## src/rtl/bank_dot_pkg.sv

```systemverilog
`default_nettype none
// ============================================================================
// Module  : bank_dot_pkg
// Purpose : Shared types and constants for the bank_dot_master dot-product
//           engine. These are the FSM state encoding, the CSR word offsets,
//           the Q16.16 fraction width and the memory word stride.
// Ports   : none (package)
// Options : none
// Revision: 1.0 - initial release
// ============================================================================
package bank_dot_pkg;

    // Sequencer states. A single element walks RD_W -> WT_W -> RD_I -> WT_I -> MAC.
    typedef enum logic [2:0] {
        ST_IDLE   = 3'd0,
        ST_RD_W   = 3'd1,
        ST_WT_W   = 3'd2,
        ST_RD_I   = 3'd3,
        ST_WT_I   = 3'd4,
        ST_MAC    = 3'd5,
        ST_WR_OUT = 3'd6
    } state_t;

    // CSR word offsets on the slave port
    localparam logic [2:0] CSR_CTRL   = 3'd0;
    localparam logic [2:0] CSR_RESULT = 3'd1;
    localparam logic [2:0] CSR_WPTR   = 3'd2;
    localparam logic [2:0] CSR_IPTR   = 3'd3;
    localparam logic [2:0] CSR_OPTR   = 3'd4;
    localparam logic [2:0] CSR_LEN    = 3'd5;

    // Q16.16 fixed point
    localparam int FRAC_BITS = 16;

    // Byte distance between consecutive vector words
    localparam int WORD_STRIDE = 4;

endpackage
`default_nettype wire

```

## src/rtl/bank_dot_master_if.sv

```systemverilog
`default_nettype none
// ============================================================================
// Module  : bank_dot_master_if
// Purpose : Bundles the CSR slave port and the memory master port of
//           bank_dot_master.
// Ports   : slave_*  - CSR access from software (address/read/write/data)
//           master_* - Avalon-MM master towards the on-chip RAM banks
// Modports: master - the dot-product engine's view (drives master_* requests
//                    and slave_readdata)
//           slave  - the environment's view (CPU + memory side)
// Options : none
// Revision: 1.0 - initial release
// ============================================================================
interface bank_dot_master_if #(
    parameter int ADDR_W = 32
);
    logic [2:0]        slave_address;
    logic              slave_read;
    logic              slave_write;
    logic [31:0]       slave_writedata;
    logic [31:0]       slave_readdata;

    logic [ADDR_W-1:0] master_address;
    logic              master_read;
    logic              master_write;
    logic [31:0]       master_writedata;
    logic              master_waitrequest;
    logic [31:0]       master_readdata;
    logic              master_readdatavalid;

    modport master (
        input  slave_address, slave_read, slave_write, slave_writedata,
        output slave_readdata,
        output master_address, master_read, master_write, master_writedata,
        input  master_waitrequest, master_readdata, master_readdatavalid
    );

    modport slave (
        output slave_address, slave_read, slave_write, slave_writedata,
        input  slave_readdata,
        input  master_address, master_read, master_write, master_writedata,
        output master_waitrequest, master_readdata, master_readdatavalid
    );
endinterface
`default_nettype wire

```

## src/rtl/bank_dot_mac.sv

```systemverilog
`default_nettype none
// ============================================================================
// Module  : bank_dot_mac
// Purpose : Registered signed Q16.16 multiply-accumulate. Each enabled cycle
//           adds the Q16.16-aligned slice of a*b to the accumulator with
//           32-bit wraparound and no saturation.
// Ports   : clk, rst_n    - clock, synchronous active-low reset
//           i_clear       - zero the accumulator (wins over i_en)
//           i_en          - accumulate i_a*i_b this cycle
//           i_a, i_b      - signed Q16.16 operands
//           o_acc_next    - accumulator value after an enabled cycle, so the
//                           caller can register the final sum without
//                           waiting a cycle
// Options : none
// Revision: 1.0 - initial release
// ============================================================================
module bank_dot_mac
    import bank_dot_pkg::*;
#(
    parameter int DATA_W = 32
) (
    input  wire logic              clk,
    input  wire logic              rst_n,
    input  wire logic              i_clear,
    input  wire logic              i_en,
    input  wire logic [DATA_W-1:0] i_a,
    input  wire logic [DATA_W-1:0] i_b,
    output logic      [DATA_W-1:0] o_acc_next
);

    logic signed [2*DATA_W-1:0] w_prod;
    logic        [DATA_W-1:0]   r_acc;
    logic                       w_unused_prod;

    assign w_prod = $signed(i_a) * $signed(i_b);

    // Keep bits [FRAC_BITS+DATA_W-1:FRAC_BITS]; the rest is dropped by design
    assign o_acc_next    = r_acc + w_prod[FRAC_BITS +: DATA_W];
    assign w_unused_prod = ^{w_prod[2*DATA_W-1:FRAC_BITS+DATA_W], w_prod[FRAC_BITS-1:0]};

    always_ff @(posedge clk) begin
        if (!rst_n) begin
            r_acc <= '0;
        end else if (i_clear) begin
            r_acc <= '0;
        end else if (i_en) begin
            r_acc <= o_acc_next;
        end
    end

endmodule
`default_nettype wire

```

## src/rtl/bank_dot_master.sv

```systemverilog
`default_nettype none
// ============================================================================
// Module  : bank_dot_master
// Purpose : Avalon-MM master computing a Q16.16 dot product of two word
//           vectors in memory. Software programs WPTR/IPTR/OPTR/LEN through
//           the CSR slave port and writes CTRL to start. The block reads
//           weight/input pairs one at a time, accumulates, and writes the sum
//           to OPTR. The sum is also kept in RESULT.
// Ports   : clk   - system clock
//           rst_n - synchronous active-low reset
//           bus   - bank_dot_master_if.master (CSR slave + memory master)
// Options : BANK_DOT_RELU_EN - when defined, a negative sum is written and
//           stored as 0
// Revision: 1.0 - initial release
// ============================================================================
module bank_dot_master
    import bank_dot_pkg::*;
#(
    parameter int ADDR_W = 32,
    parameter int DATA_W = 32,
    parameter int LEN_W  = 16
) (
    input  wire logic         clk,
    input  wire logic         rst_n,
    bank_dot_master_if.master bus
);

    state_t              r_state;

    // Software-visible CSRs
    logic [ADDR_W-1:0]   r_wptr_csr;
    logic [ADDR_W-1:0]   r_iptr_csr;
    logic [ADDR_W-1:0]   r_optr_csr;
    logic [LEN_W-1:0]    r_len_csr;
    logic [DATA_W-1:0]   r_result;

    // Working copies latched at start so CSR traffic cannot disturb a run
    logic [ADDR_W-1:0]   r_wptr;
    logic [ADDR_W-1:0]   r_iptr;
    logic [ADDR_W-1:0]   r_optr;
    logic [LEN_W-1:0]    r_len;
    logic [LEN_W-1:0]    r_idx;
    logic [DATA_W-1:0]   r_weight;
    logic [DATA_W-1:0]   r_input;

    // Set when readdatavalid coincided with request acceptance, so the
    // following wait state already holds its data
    logic                r_data_early;

    logic                w_idle;
    logic                w_start;
    logic                w_mac_clear;
    logic                w_mac_en;
    logic [LEN_W-1:0]    w_idx_inc;
    logic [DATA_W-1:0]   w_acc_next;

    function automatic logic [ADDR_W-1:0] word_addr(input logic [ADDR_W-1:0] base,
                                                    input logic [LEN_W-1:0]  idx);
        return base + (ADDR_W'(idx) * ADDR_W'(WORD_STRIDE));
    endfunction

    function automatic logic [DATA_W-1:0] activate(input logic [DATA_W-1:0] v);
`ifdef BANK_DOT_RELU_EN
        return v[DATA_W-1] ? '0 : v;
`else
        return v;
`endif
    endfunction

    assign w_idle      = (r_state == ST_IDLE);
    assign w_start     = w_idle && bus.slave_write && (bus.slave_address == CSR_CTRL);
    assign w_mac_clear = w_start;
    assign w_mac_en    = (r_state == ST_MAC);
    assign w_idx_inc   = r_idx + 1'b1;

    bank_dot_mac #(
        .DATA_W (DATA_W)
    ) u_mac (
        .clk        (clk),
        .rst_n      (rst_n),
        .i_clear    (w_mac_clear),
        .i_en       (w_mac_en),
        .i_a        (r_weight),
        .i_b        (r_input),
        .o_acc_next (w_acc_next)
    );

    // CSR read mux; data is valid in the same cycle as slave_read
    always_comb begin
        bus.slave_readdata = '0;
        if (bus.slave_read) begin
            case (bus.slave_address)
                CSR_CTRL:   bus.slave_readdata = {31'b0, ~w_idle};
                CSR_RESULT: bus.slave_readdata = 32'(r_result);
                CSR_WPTR:   bus.slave_readdata = 32'(r_wptr_csr);
                CSR_IPTR:   bus.slave_readdata = 32'(r_iptr_csr);
                CSR_OPTR:   bus.slave_readdata = 32'(r_optr_csr);
                CSR_LEN:    bus.slave_readdata = 32'(r_len_csr);
                default:    bus.slave_readdata = '0;
            endcase
        end
    end

    always_ff @(posedge clk) begin
        if (!rst_n) begin
            r_state              <= ST_IDLE;
            r_wptr_csr           <= '0;
            r_iptr_csr           <= '0;
            r_optr_csr           <= '0;
            r_len_csr            <= '0;
            r_result             <= '0;
            r_wptr               <= '0;
            r_iptr               <= '0;
            r_optr               <= '0;
            r_len                <= '0;
            r_idx                <= '0;
            r_weight             <= '0;
            r_input              <= '0;
            r_data_early         <= 1'b0;
            bus.master_address   <= '0;
            bus.master_read      <= 1'b0;
            bus.master_write     <= 1'b0;
            bus.master_writedata <= '0;
        end else begin
            // Configuration writes land only while idle
            if (w_idle && bus.slave_write) begin
                case (bus.slave_address)
                    CSR_WPTR: r_wptr_csr <= ADDR_W'(bus.slave_writedata);
                    CSR_IPTR: r_iptr_csr <= ADDR_W'(bus.slave_writedata);
                    CSR_OPTR: r_optr_csr <= ADDR_W'(bus.slave_writedata);
                    CSR_LEN:  r_len_csr  <= bus.slave_writedata[LEN_W-1:0];
                    default: ;
                endcase
            end

            case (r_state)
                ST_IDLE: begin
                    if (w_start) begin
                        r_wptr       <= r_wptr_csr;
                        r_iptr       <= r_iptr_csr;
                        r_optr       <= r_optr_csr;
                        r_len        <= r_len_csr;
                        r_idx        <= '0;
                        r_data_early <= 1'b0;
                        if (r_len_csr != '0) begin
                            r_state            <= ST_RD_W;
                            bus.master_read    <= 1'b1;
                            bus.master_address <= r_wptr_csr;
                        end else begin
                            // Empty vector: the sum is zero, go straight to the write
                            r_state              <= ST_WR_OUT;
                            bus.master_write     <= 1'b1;
                            bus.master_address   <= r_optr_csr;
                            bus.master_writedata <= 32'(activate('0));
                        end
                    end
                end

                ST_RD_W: begin
                    if (!bus.master_waitrequest) begin
                        bus.master_read <= 1'b0;
                        r_state         <= ST_WT_W;
                        if (bus.master_readdatavalid) begin
                            r_weight     <= DATA_W'(bus.master_readdata);
                            r_data_early <= 1'b1;
                        end
                    end
                end

                ST_WT_W: begin
                    if (r_data_early || bus.master_readdatavalid) begin
                        if (!r_data_early) begin
                            r_weight <= DATA_W'(bus.master_readdata);
                        end
                        r_data_early       <= 1'b0;
                        r_state            <= ST_RD_I;
                        bus.master_read    <= 1'b1;
                        bus.master_address <= word_addr(r_iptr, r_idx);
                    end
                end

                ST_RD_I: begin
                    if (!bus.master_waitrequest) begin
                        bus.master_read <= 1'b0;
                        r_state         <= ST_WT_I;
                        if (bus.master_readdatavalid) begin
                            r_input      <= DATA_W'(bus.master_readdata);
                            r_data_early <= 1'b1;
                        end
                    end
                end

                ST_WT_I: begin
                    if (r_data_early || bus.master_readdatavalid) begin
                        if (!r_data_early) begin
                            r_input <= DATA_W'(bus.master_readdata);
                        end
                        r_data_early <= 1'b0;
                        r_state      <= ST_MAC;
                    end
                end

                ST_MAC: begin
                    // The accumulator updates on this same edge; w_acc_next is the final sum
                    r_idx <= w_idx_inc;
                    if (w_idx_inc == r_len) begin
                        r_state              <= ST_WR_OUT;
                        bus.master_write     <= 1'b1;
                        bus.master_address   <= r_optr;
                        bus.master_writedata <= 32'(activate(w_acc_next));
                    end else begin
                        r_state            <= ST_RD_W;
                        bus.master_read    <= 1'b1;
                        bus.master_address <= word_addr(r_wptr, w_idx_inc);
                    end
                end

                ST_WR_OUT: begin
                    if (!bus.master_waitrequest) begin
                        bus.master_write <= 1'b0;
                        r_result         <= DATA_W'(bus.master_writedata);
                        r_state          <= ST_IDLE;
                    end
                end

                default: begin
                    r_state         <= ST_IDLE;
                    bus.master_read  <= 1'b0;
                    bus.master_write <= 1'b0;
                end
            endcase
        end
    end

endmodule
`default_nettype wire

```

## src/flat_wrapper.sv

```systemverilog
// flat-port wrapper written by rule: the top's interface ports become plain ports
module bank_dot_master_flat import bank_dot_pkg::*;
#(
    parameter int ADDR_W = 32,
    parameter int DATA_W = 32,
    parameter int LEN_W  = 16
)
  (clk, rst_n, bus_slave_address, bus_slave_read, bus_slave_write, bus_slave_writedata, bus_slave_readdata, bus_master_address, bus_master_read, bus_master_write, bus_master_writedata, bus_master_waitrequest, bus_master_readdata, bus_master_readdatavalid);
  bank_dot_master_if #(.ADDR_W(ADDR_W)) bus_i ();
  input  wire logic clk;
  input  wire logic rst_n;
  input wire logic [$bits(bus_i.slave_address)-1:0] bus_slave_address;
  input wire logic [$bits(bus_i.slave_read)-1:0] bus_slave_read;
  input wire logic [$bits(bus_i.slave_write)-1:0] bus_slave_write;
  input wire logic [$bits(bus_i.slave_writedata)-1:0] bus_slave_writedata;
  output wire logic [$bits(bus_i.slave_readdata)-1:0] bus_slave_readdata;
  output wire logic [$bits(bus_i.master_address)-1:0] bus_master_address;
  output wire logic [$bits(bus_i.master_read)-1:0] bus_master_read;
  output wire logic [$bits(bus_i.master_write)-1:0] bus_master_write;
  output wire logic [$bits(bus_i.master_writedata)-1:0] bus_master_writedata;
  input wire logic [$bits(bus_i.master_waitrequest)-1:0] bus_master_waitrequest;
  input wire logic [$bits(bus_i.master_readdata)-1:0] bus_master_readdata;
  input wire logic [$bits(bus_i.master_readdatavalid)-1:0] bus_master_readdatavalid;
  assign bus_i.slave_address = bus_slave_address;
  assign bus_i.slave_read = bus_slave_read;
  assign bus_i.slave_write = bus_slave_write;
  assign bus_i.slave_writedata = bus_slave_writedata;
  assign bus_slave_readdata = bus_i.slave_readdata;
  assign bus_master_address = bus_i.master_address;
  assign bus_master_read = bus_i.master_read;
  assign bus_master_write = bus_i.master_write;
  assign bus_master_writedata = bus_i.master_writedata;
  assign bus_i.master_waitrequest = bus_master_waitrequest;
  assign bus_i.master_readdata = bus_master_readdata;
  assign bus_i.master_readdatavalid = bus_master_readdatavalid;
  bank_dot_master #(.ADDR_W(ADDR_W), .DATA_W(DATA_W), .LEN_W(LEN_W)) u_core (.clk(clk), .rst_n(rst_n), .bus(bus_i));
endmodule
```

## config.mk

```make
export PLATFORM = sky130hd
export DESIGN_NAME = bank_dot_master_flat
export DESIGN_NICKNAME = d
export VERILOG_FILES = /design/src/rtl/bank_dot_pkg.sv /design/src/rtl/bank_dot_master_if.sv /design/src/rtl/bank_dot_mac.sv /design/src/rtl/bank_dot_master.sv /design/src/flat_wrapper.sv
export SDC_FILE = /design/constraint.sdc
export NUM_CORES = 2
export LEC_CHECK = 0
export ABC_AREA = 1
export BUFFER_PORTS_ARGS = -buffer_cell sky130_fd_sc_hd__buf_4
export CAP_MARGIN = 20
export CELL_PAD_IN_SITES_DETAIL_PLACEMENT = 1
export CELL_PAD_IN_SITES_GLOBAL_PLACEMENT = 2
export CORE_MARGIN = 2
export CORE_UTILIZATION = 35
export CTS_CLUSTER_SIZE = 30
export DETAILED_ROUTE_END_ITERATION = 6
export PLACE_DENSITY = 0.86
export SLEW_MARGIN = 20
export SYNTH_ARGS = -nofsm -noshare
export SYNTH_HDL_FRONTEND = slang
export SYNTH_HIERARCHICAL = 1
export SYNTH_SLANG_ARGS = --single-unit
```

## constraint.sdc

```tcl
create_clock -name clk -period 8.25 [get_ports clk]
set_input_delay 0.4125 -clock clk [delete_from_list [all_inputs] [get_ports clk]]
set_output_delay 0.4125 -clock clk [all_outputs]
set_load 0.05 [all_outputs]
```

======== After elaboration in Yosys (flattened, before gate mapping) ========
Index checks and enable logic that the tools add are counted.
word-level totals
  register bits after elaboration ......... 438
  input bits .............................. 73
  output and inout bits ................... 98
  word-level logic and storage cells ...... 132
operators by class
  $add $sub $neg .......................... 4
  multiply operators ...................... 1
  equal/unequal tests ..................... 29
  muxes and demuxes ....................... 43
  bitwise logic cells ..................... 5
  reductions and logical operators ........ 31
operator list
  operator               count
  $mux 32                12
  $pmux 32 s2            3
  $pmux 32 s6            1
  $pmux 32 s3            1
  $add 32x18->32         2
  $mul 32x32->48         1
  $add 32x32->32         1
  $pmux 16 s2            1
  $mux 3                 8
  $ne 2x2->1 const B     12
  $pmux 3 s7             1
  $reduce_and 5->1       4
  $add 16x1->16 const B  1
  $eq 16x16->1           1
  $mux 16                1
  $reduce_bool 16->1     1
  $eq 3x3->1 const B     5
  $reduce_and 2->1       7
  $eq 3x2->1 const B     4
  $mux 1                 12
  $reduce_and 6->1       2
  $ne 2x1->1 const B     5
  $reduce_or 2->1        4
  $eq 3x1->1 const B     2
  12 further kinds       21

======== Depth between registers and ports, before layout ========
  depth in word-level cells ............... 5
  mapped depth ............................ 52

======== Modules after synthesis ========
The synthesis kept the hierarchy.
modules (own cells, without submodules)
  module           times used  cells each  area an instance (sq um)
  bank_dot_mac     1           4,347       33,159.3
  bank_dot_master  1           2,922       20,266.9

======== Worst setup path after synthesis ========
OpenSTA, ideal clock, no wires.
  path kind ............................... register to register
  start point ............................. reg u_core.r_weight[28]
  end point ............................... reg u_core.bus.master_writedata[31]
  library setup time ...................... 127 ps
  arrival ................................. 8,106 ps
  data required time ...................... 8,123 ps
  slack ................................... 18 ps
  stages on the path, launching flop included .. 46
  path buffers ............................ 2
  clock period less this slack ............ 8,232 ps
  cells stage by stage .................... dfxtp_1 > clkbuf_1 > clkbuf_1 > nand2_1 > fa_1 > fa_1 > inv_1 > fa_1 > inv_1 > fa_1 > inv_1 > fa_1 > fa_1 > fa_1 > inv_1 > fa_1 > inv_1 > ha_1 > [... 10 more ...] > ha_1 > inv_1 > nor3_1 > nand2_1 > nor2_1 > nand2_1 > nand2_1 > nand3_1 > nand2_1 > nand3_1 > nand2_1 > nand2_1 > nand2_1 > inv_1 > nand2_1 > nand2_1 > o21ai_2 > nor2_2
between the ends
  cells in the longest elaborated chain, start to end .. 4
ends and longest elaborated chain
  what                       line                      text
  start, declared            bank_dot_master.sv:43     logic [DATA_W-1:0] r_weight;
  start signal, assigned     bank_dot_master.sv:164    r_weight <= DATA_W'(bus.master_readdata);
  start signal, assigned     bank_dot_master.sv:173    r_weight <= DATA_W'(bus.master_readdata);
  $mul 32x32->48             bank_dot_mac.sv:35        assign w_prod = $signed(i_a) * $signed(i_b);
  $add 32x32->32             bank_dot_mac.sv:38        assign o_acc_next = r_acc + w_prod[FRAC_BITS +: DATA_W];
  net u_core.w_acc_next[31]  bank_dot_master.sv:55     logic [DATA_W-1:0] w_acc_next;
  $mux 32                    bank_dot_master.sv:206    if (w_idx_inc == r_len) begin
  $pmux 32 s2                bank_dot_master.sv:136    case (r_state)
  end signal, assigned       bank_dot_master.sv:154    bus.master_writedata <= 32'(activate('0));
  end signal, assigned       bank_dot_master.sv:210    bus.master_writedata <= 32'(activate(w_acc_next));
  end, declared              bank_dot_master_if.sv:34  output master_address, master_read, master_write, master_writedata,
The timed path passes the listed nets, and every way through them passes these cells. The select of a mux whose other input is x is not followed.
A chain may end at the register's enable or synchronous reset.

======== Worst setup path after layout ========
  start point ............................. reg u_core.r_weight[14]
  end point ............................... reg u_core.bus.master_writedata[31]
The elaborated chain is that of the path after synthesis.

==> results.md <==
- Post-synthesis cell area: 53400 sq um
- Synthesized Nets: 8417
- Core Box Area: 152000 sq um
- Crit path required time: 8.77 ns
- Yosys reg bits: approximately 440
- First-pass GRT wire length: around 330000 um
- Post-Syn Instances: 7269
- Final setup fails: between 50 and 60
- CP endpoint kind: flip-flop
- Synth warn: 6
- Drt drc: 0
- Flop pwr share: about a fifth
- Placer Congestion: between 0.9 and 1
- First-pass iteration count of the detailed router: 7
- DRT antenna net count: 0
- Ys flop type: dfxtp_1
- Dominant cell type by area after synthesis: fa_1
- CP Launch Type: flip-flop
- Top cells by area, synth: fa_1 32%, dfxtp_1 16%, inv_1 12%
- Slew Viols, Final: 0
- Vias in the first global route: 55500
- Metal2 WL: ~110000 um
- VDD IR max: roughly 0.18 mV
- Worst-margin pin slew: about 1.3 ns
- Worst setup margin: -0.787 ns
- Clock Tree Buf Depth: 3
- Initial Util: a little over a third
- Unrepaired setup endpoints after global routing: true
- CP Launch Point: u_core/r_weight[14]$_SDFFE_PN0P_
- Crit path arrival time: 9.56 ns
- Num rows: between 100 and 150
- Largest net degree at the start of global routing: 176
- Metal-1 WL: 90300 um
- Status: finished with violations
- Max frequency: ~110 MHz
- Placed Cells: 9690
- Pwr Density: 192 nW/um^2
- Post-route minimum period: between 9 and 10 ns
- CTS tree: built
- Die Y: roughly 390 um
- Synth top area share: roughly a third
- CP max stage cell: fa_2
- Net switching power of the design: 0.00604 W
- Number of nets in the layout: 9021
- Final-report hold violation count: 0
- Top-count cell post-synth: inv_1
- Worst Clk Skew: between 0.04 and 0.05 ns
- Worst slew margin: between 15 and 20%
- Area delta synth->final: 26.9%
- Die W: 395 um
- Ports: between 150 and 200
- Vias/cell: 5.14
- Int Power: about 0.0069 W
- Clock Latency Late Sink: 0.70 ns
- Place WS: -0.996 ns
- Hpwl dp: about 170000 um
- Port Buf Inserts: 170
- Total grt overflow: 0
- Synth cell types: 62
- Crit path capture: u_core/bus.master_writedata[31]$_SDFFE_PN0P_
- Synth top cells by count: 1698 x inv_1, 1499 x nand2_1, 841 x fa_1
- 1st-iter DRT viols: between 3000 and 4000
- Register area share after synthesis: between 10% and 20%
- Worst path max stage delay: around 0.59 ns
- Switching Fraction: 46.5%
- Final Core Density: 44.7%
- Met3 WL post-DR: between 10000 and 15000 um
- Critical-path maximum fanout: 7
- Post-synth EDFFs: 0
- GRT Overall Usage: a little over a quarter
- Critical path type: reg -> reg
- Clock power frac: about a fifth
- R2R depth: 45
- Syn Area/Cell: about 7.3 sq um
- Crit share post-route: 110%
- Reg2reg start: u_core/r_weight[14]$_SDFFE_PN0P_
- Die area: ~160000 sq um
- Fin cells: about 9900
- DR vias: between 50000 and 60000
- Asr flop ratio synth: 0%
- Reg2reg end: u_core/bus.master_writedata[31]$_SDFFE_PN0P_
- DRT Wirelength: between 200000 and 250000 um
- WL per Instance: ~23 um
- H-tree depth: 2
- Worst min path class: in -> reg
- Failing checks: negative setup slack
- Num CTS Buffers: 54
- CTS Sinks: 438
- Gate power share: about three fifths
- R2r setup slk: -0.79 ns
- Share of cells above drive strength 1: approximately 20%
- Static Leakage: 35.8 nW
- Clock root cell: clkbuf_16
- Top sig layer: met5
- Max-cap violations: 0
- Initial antenna violation count: 15
- Reg clk slew, reported paths: ~0.08 ns
[worst max-delay path, delay by kind of cell, from the launching register on]
kind / cells / cell delay (ns)
flip-flops: 1 / 0.40
AO/OA/AOI/OAI: 1 / 0.10
XOR/XNOR: 1 / 0.25
adder cells (fa/ha/maj): 10 / 4.75
AND/OR/NAND/NOR: 22 / 2.48
buffers and inverters: 11 / 0.86
[worst min-delay path by stage]
stage,start,end,slack [ns],depth (start not counted)
floorplan,u_core/r_weight[21]$_SDFFE_PN0P_,u_core/r_weight[21]$_SDFFE_PN0P_,0.42,2
global placement,u_core/u_mac/r_acc[0]$_SDFFE_PP0P_,u_core/u_mac/r_acc[0]$_SDFFE_PP0P_,0.45,2
detailed placement,u_core/r_len[0]$_SDFFE_PN0P_,u_core/r_len[0]$_SDFFE_PN0P_,0.47,2
CTS,bus_master_readdata[5],u_core/r_input[5]$_SDFFE_PN0P_,0.003,3
global route,bus_slave_writedata[21],u_core/r_iptr_csr[21]$_SDFFE_PN0P_,0.02,3
finish,bus_slave_writedata[4],u_core/r_iptr_csr[4]$_SDFFE_PN0P_,0.02,3
[final cells by class]
class	instances	area, sq um
fill	18600	83900
multi-input combinational	4764	39700
sequential	438	8830
timing repair buffer	903	8450
inverter	1712	6430
tap	2030	2540
clock buffer	70	1500
clock inverter	27	327
antenna	3	7.51
[timing repair]
action,4_1_cts,5_1_grt
endpoints found under the setup margin,49,52
hold buffers,33,0
pin swaps,183,81
gates cloned,4,5
buffers inserted,80,43
gates resized for setup,535,253
endpoints found under the hold margin,35,0
[metal layers]
| layer | track usage, % | vias to the layer above |
|---|---|---|
| met3 | 3.15 | 538 |
| met1 | 34.2 | 26100 |
| li1 | - | 23000 |
| met2 | 47.5 | 1466 |
| met4 | 11.0 | 20 |
| met5 | 0 | - |
[cells in the final DEF, fill, tap and decap left out, drive strengths merged, types with 5 or more instances in the layout]
cell type	n
xor2	60
or2	16
o21ai	551
fa	841
nor3	36
xnor2	23
a31oi	10
buf	863
o211ai	6
nand3	226
clkbuf	75
ha	234
nand3b	7
bufinv	5
inv	1709
dlygate4sd3	33
clkinv	22
nand2	1544
nor2	639
o21bai	10
nor4	8
a21oi	386
a21o	11
nand4	60
a221oi	31
o22ai	28
o21a	16
dfxtp	438
[power groups by stage]
stage               Sequential, W  Combinational [W]  Clock, W
floorplan                 0.00271            0.00296         0
global placement          0.00259            0.00600         0
detailed placement        0.00260            0.00609         0
CTS                       0.00257            0.00718   0.00260
global route              0.00261            0.00827   0.00268
finish                    0.00259            0.00784   0.00256
[through the flow]
step	TNS (ns)	power (W)	area (sq um)	hold slack [ns]
floorplan	0	0.00567	53400	0.420
global placement	-20.60	0.00860	61000	0.455
detailed placement	-23.88	0.00869	61000	0.465
CTS	-3.94	0.0123	66300	0.00254
global route	-30.60	0.0136	67800	0.0215
finish	-21.27	0.0130	67800	0.0222
[logic make-up after synthesis]
| group | after synthesis | share of synthesized area [%] |
|---|---|---|
| and+or+nand+nor | 2540 | 19.5 |
| buffers and inverters | 2067 | 14.8 |
| adders and majority gates | 1075 | 37.0 |
| AOI/OAI and AO/OA | 1065 | 10.9 |
| DFF | 438 | 16.4 |
| xor gates and xnor gates | 84 | 1.42 |
[registers in the layout, summed over array words and instances (netlist names), 3 cells and up]
register                     count
u_core/r_len                    16
u_core/r_optr_csr               32
u_core/r_len_csr                16
u_core/bus.master_writedata     32
u_core/r_input                  32
u_core/r_idx                    16
u_core/r_optr                   32
u_core/r_iptr_csr               32
u_core/r_state                   3
u_core/r_weight                 32
u_core/bus.master_address       32
u_core/r_result                 32
u_core/u_mac/r_acc              32
u_core/r_wptr                   32
u_core/r_iptr                   32
u_core/r_wptr_csr               32
(Power assumes the default switching activity.)
